File: src/rtl/hazard_ctrl.sv
// hazard_ctrl: load-use, mul/div busy and branch-flush pipeline hazard control; HAZARD_STALL_CNT_EN adds stall_count
module hazard_ctrl #(
  parameter int MD_CYCLES = 4
) (
  input  logic       clk,
  input  logic       rst,
  input  logic [4:0] id_rs,
  input  logic [4:0] id_rt,
  input  logic       id_uses_rt,
  input  logic       id_md_read,
  input  logic [4:0] ex_rt,
  input  logic       ex_memread,
  input  logic       ex_md_start,
  input  logic       ex_branch_taken,
  output logic       pc_write,
  output logic       ifid_write,
  output logic       ifid_flush,
  output logic       idex_bubble,
  output logic       md_busy
`ifdef HAZARD_STALL_CNT_EN
  ,
  output logic [31:0] stall_count
`endif
);
  typedef enum logic {IDLE, MD_WAIT} state_t;
  state_t state, state_n;
  logic [3:0] cnt, cnt_n;
  logic load_use, stall;
  always_ff @(posedge clk) begin
    if (rst) begin
      state <= IDLE;
      cnt   <= '0;
    end else begin
      state <= state_n;
      cnt   <= cnt_n;
    end
  end
  always_comb begin
    state_n = state;
    cnt_n   = cnt;
    if (ex_md_start) begin
      state_n = MD_WAIT;
      cnt_n   = 4'(MD_CYCLES);
    end else if (state == MD_WAIT) begin
      cnt_n   = cnt - 4'd1;
      state_n = (cnt == 4'd1) ? IDLE : MD_WAIT;
    end
  end
  // busy is masked while rst is high so a reset in MD_WAIT never stalls
  assign md_busy  = (state == MD_WAIT) && !rst;
  assign load_use = ex_memread && (ex_rt != 5'd0) &&
                    ((ex_rt == id_rs) || (id_uses_rt && (ex_rt == id_rt)));
  assign stall    = !rst && (load_use || (md_busy && id_md_read));
  always_comb begin
    pc_write    = 1'b1;
    ifid_write  = 1'b1;
    ifid_flush  = 1'b0;
    idex_bubble = 1'b0;
    if (!rst && ex_branch_taken) begin
      ifid_flush  = 1'b1;
      idex_bubble = 1'b1;
    end else if (stall) begin
      pc_write    = 1'b0;
      ifid_write  = 1'b0;
      idex_bubble = 1'b1;
    end
  end
`ifdef HAZARD_STALL_CNT_EN
  always_ff @(posedge clk) begin
    if (rst) stall_count <= '0;
    else if (!pc_write && stall_count != '1) stall_count <= stall_count + 32'd1;
  end
`endif
endmodule

File: config.mk
export PLATFORM = sky130hd
export DESIGN_NAME = hazard_ctrl
export DESIGN_NICKNAME = d
export VERILOG_FILES = /design/src/rtl/hazard_ctrl.sv
export SDC_FILE = /design/constraint.sdc
export NUM_CORES = 1
export LEC_CHECK = 0
export BUFFER_PORTS_ARGS = -buffer_cell sky130_fd_sc_hd__buf_2
export CAP_MARGIN = 20
export CORE_AREA = 5 5 42 44
export CTS_CLUSTER_DIAMETER = 200
export DETAILED_ROUTE_END_ITERATION = 8
export DIE_AREA = 0 0 47 49
export PLACE_DENSITY_LB_ADDON = 0.3
export SLEW_MARGIN = 20
export SYNTH_ARGS = -nofsm -noshare
export SYNTH_HDL_FRONTEND = slang
export SYNTH_SLANG_ARGS = --single-unit
File: constraint.sdc
create_clock -name clk -period 1.6 [get_ports clk]
set_clock_uncertainty 0.2 [all_clocks]
set_input_delay 0.08 -clock clk [delete_from_list [all_inputs] [get_ports clk]]
set_output_delay 0.08 -clock clk [all_outputs]
set_load 0.02 [all_outputs]
# Yosys cells after proc, flatten, opt, wreduce, memory -nomap -nowiden
# Index checks and enable logic that the tools add are counted.
# op_classes
reduce_logical	13
n_addsub	1
eq_ne	3
mux	10
# op_table
op	count
$eq 5x5->1	2
$mux 1	8
$logic_and 1x1->1	7
$mux 3	2
$reduce_bool 5->1	1
$eq 4x1->1 const B	1
$sub 4x1->4 const B	1
$logic_or 1x1->1	2
$reduce_bool 2->1	1
$reduce_or 2->1	1
$logic_not 1->1	1
# word_totals
wordCells	30
ff_bits	5
in_bits	22
output_inout_bits	5

# Longest topological paths before layout
# depth
ltp_word	8
mapped_depth	6
mapped_depth_nobuf	6

# Worst setup path after synthesis
# Ideal clock, no wire load.
# synth_path
path_kind	flip-flop to output port
startpoint	register state
endpoint	output port pc_write
arrival_ns	1.316
path_buffers	1
stages_incl_launch_ff	5
slack_ns	0.004
required_ns	1.320
cell_sequence	dfxtp_1 nor2b_1 nand3b_1 o31a_1 buf_4
# synth_between
elab_chain_cells	6
# synth_lines
element	line	source
start, declared	26	state_t state, state_n;
start signal, assigned	34	state <= state_n;
$logic_and 1x1->1	50	assign md_busy = (state == MD_WAIT) && !rst;
named net md_busy	19	output logic md_busy
$logic_and 1x1->1	53	assign stall = !rst && (load_use || (md_busy && id_md_read));
$logic_or 1x1->1	53	
$logic_and 1x1->1	53	
$mux 1 (2 in series)	--	
end, declared	15	output logic pc_write,
# The timed path passes the listed nets, and every way through them passes these cells.

# Worst setup path after layout
# layout_path
startpoint	register state
endpoint	output port ifid_write
# layout_between
elab_chain_cells	6
# layout_lines
element	line	source
$logic_and 1x1->1	50	
$logic_and 1x1->1	53	
$logic_or 1x1->1	53	
$logic_and 1x1->1	53	
$mux 1	62	end else if (stall) begin
$mux 1	59	if (!rst && ex_branch_taken) begin
end, declared	16	output logic ifid_write,
# Every way passes these cells.

==> results.yml <==
status:
  status: "completed"
cells_and_area:
  fillCellCount: 160
  fin_nets: 104
  syn2layout_area_growth_pct: 55.9
  finish.utilization_pct: 44.6
  layout-drive-gt1-share_pct: 40.5
  postLayoutCellArea_um2: 624
  antenna_cells: 0
setup_path:
  r2r_end: "cnt[1]"
  critical_path_arrival_ps: 1260
  r2r_start: "cnt[0]"
  reg2reg_slack_ps: 140
  crit_type: "flop to output pin"
  rr_worst_depth: 3
  crit_required_ps: 1320
  end_kind: "output pin"
  crit_path_max_fanout: 7
  startpoint: "state"
  crit_path_start_kind: "flop"
  crit_path_end: "ifid_write"
floorplan:
  initial_core_util_pct: 28.6
  rows: 14
  die_w_um: 47
  die_h_um: 49
  dieArea_um2: 2300
  io_pins: 27
  design.core.area_um2: 1400
synthesis:
  yosys.cell_count.top_type: "xor2_1"
  synth_area_um2: 400
  synthCells: 48
  synth_top_area_share_pct: 25.0
  ys_async_sr_fraction_pct: 0
  yosys_warnings: 0
  synth_cell_type_count: 20
  synth_area_per_cell_um2: 8.34
  synth_flop_cell: "dfxtp_1"
  synth_commonest_cells: "xor2_1, nor2_1, dfxtp_1, xnor2_1"
  mappedNetlistNets: 72
  synth-seq-cells: 5
  synth_top_area_cell: "dfxtp_1"
  synth_edf_count: 0
  ys_seq_area_share_pct: 25.0
  ys_top_cells_by_area: "dfxtp_1, xor2_1, xnor2_1"
sta:
  finalCritPeriodShare_pct: 96.3
  max_freq_mhz: 649
  final-hold-violation-count: 0
  tns_ps: 0
  setup_viol: 0
  rsz0062_at_grt: "yes"
  layout_min_cycle_time_ps: 1540
  max_slew_margin_pct: 75.0
  slew_viol_final: 0
  tightest_slew_ps: 366
drt:
  viasPerCell: 4.69
  vias: 446
  first_pass_iters: 2
  dr.first_iter.drc_count: 1
  drc: 0
  routed_wl_um: 982
  ant_nets: 0
  wl_per_cell_um: 10.3
placement:
  portBuffers: 26
  post_dp_cell_area_um2: 543
  routabilityCongestion: 0.740
  hpwl_um: 835
job:
  maxCapViolations: 0
cts:
  clkTransAtPathRegs_ps: 40
  cts_tree: "built"
  cts.sinks: 5
  clockRootBuffer: "clkbuf_4"
  post_cts_buffers: 0
  cts_made_buffers: 3
  cts_htree_levels: 1
  insertion_delay_ps: 240
  ctsLongestPathBuffers: 2
global_route:
  overflow: 0
  grtUsageTotal_pct: 9.21
  grt_max_degree: 8
  grt_pass1_vias: 432
  grtUsageMet1_pct: 10.3
  grt_pass1_wl_mm: 1.65
  antenna_found_initial: 0
  grtUsageMet3_pct: 3.32
  top_usage_layer: "met2"
  met2_usage_pct: 16.3
power_and_ir_drop:
  power_w: 0.000408
  vdd_drop_max_v: 0.000181
  p_per_area_nw_per_um2: 653
  leakagePower_nw: 0.275
min_path:
  hp-class: "primary input to output pin"
## worst min-delay path by stage
stage                             to  cells after the start   startpoint
after detailed placement      cnt[3]                      2  ex_md_start
after CTS                 ifid_flush                      3          rst
after global routing      ifid_flush                      3          rst
final                        md_busy                      3          rst
after floorplan               cnt[2]                      1          rst
after global placement        cnt[3]                      2  ex_md_start
## registers in the layout, indices dropped and copies added (netlist names)
register  flops
cnt           4
state         1
## layer usage
metal  up-vias  routed length [um]
met5         -                   0
li1        226                   -
met3         0                 109
met4         0                   0
met2        20                 514
met1       200                 358
## cells in the final DEF, fill, tap and decap left out
master | synthesis | layout
xor2_2 | 0 | 1
a32oi_1 | 1 | 1
nand3b_1 | 1 | 1
ha_1 | 2 | 2
clkbuf_1 | 0 | 1
nor4b_1 | 1 | 1
nor4_2 | 1 | 1
o21ai_0 | 1 | 1
buf_2 | 0 | 22
clkbuf_4 | 0 | 3
nor3_1 | 3 | 3
o21ai_1 | 1 | 1
o31a_1 | 1 | 1
a2111oi_0 | 1 | 1
a21oi_1 | 2 | 2
xor2_1 | 9 | 8
nor2b_2 | 0 | 1
inv_1 | 2 | 2
dlygate4sd3_1 | 0 | 2
buf_6 | 0 | 4
nor2b_1 | 3 | 2
nand2_1 | 2 | 2
dfxtp_1 | 5 | 5
xnor2_1 | 4 | 4
nor2_1 | 6 | 6
or4_1 | 1 | 1
## layout make-up
| class | count | area, um^2 | area share (%) |
|---|---|---|---|
| multi-input cells | 40 | 295 | 47.3 |
| repair buffers | 28 | 175 | 28.1 |
| flip-flops and latches | 5 | 100 | 16.0 |
| clock buffers | 4 | 26.3 | 4.21 |
| well taps | 16 | 20.0 | 3.21 |
| inverters | 2 | 7.51 | 1.20 |
## cells by family (layout without fill, tap and decap cells)
logic type      after synthesis  in the layout  synth area share (%)
simple gates                 18             18                  25.0
fa+ha+maj                     2              2                  6.25
xor+xnor                     13             13                  28.4
compound gates                7              7                  11.6
flops                         5              5                  25.0
buf+inv                       3             34                  3.75
## per-stage QoR
step,worst slack (ps),cells,hold WS [ps]
after global placement,92.4,89,124
after CTS,0.211,95,297
after floorplan,3.66,48,-47.6
after global routing,-49.3,95,322
after detailed placement,58.4,89,123
final,58.9,95,298
## power breakdown
group | switching, W | internal (W) | total [W]
sequential | 0.00000857 | 0.000133 | 0.000142
clock | 0.0000518 | 0.0000943 | 0.000146
combinational | 0.0000564 | 0.0000638 | 0.000120
total | 0.000117 | 0.000291 | 0.000408
## critical path: stages (launching register included)
cell,delay (ps)
dfxtp_1,430
nor2b_2,220
nand3b_1,90
o31a_1,140
buf_6,140
## what timing repair did
action | in CTS | in global routing
hold buffers | 2 | 0
gates resized for setup | 0 | 9
endpoints found under the hold margin | 5 | 0
endpoints found under the setup margin | 0 | 3
Note: power is estimated with default switching activity, not from simulation.
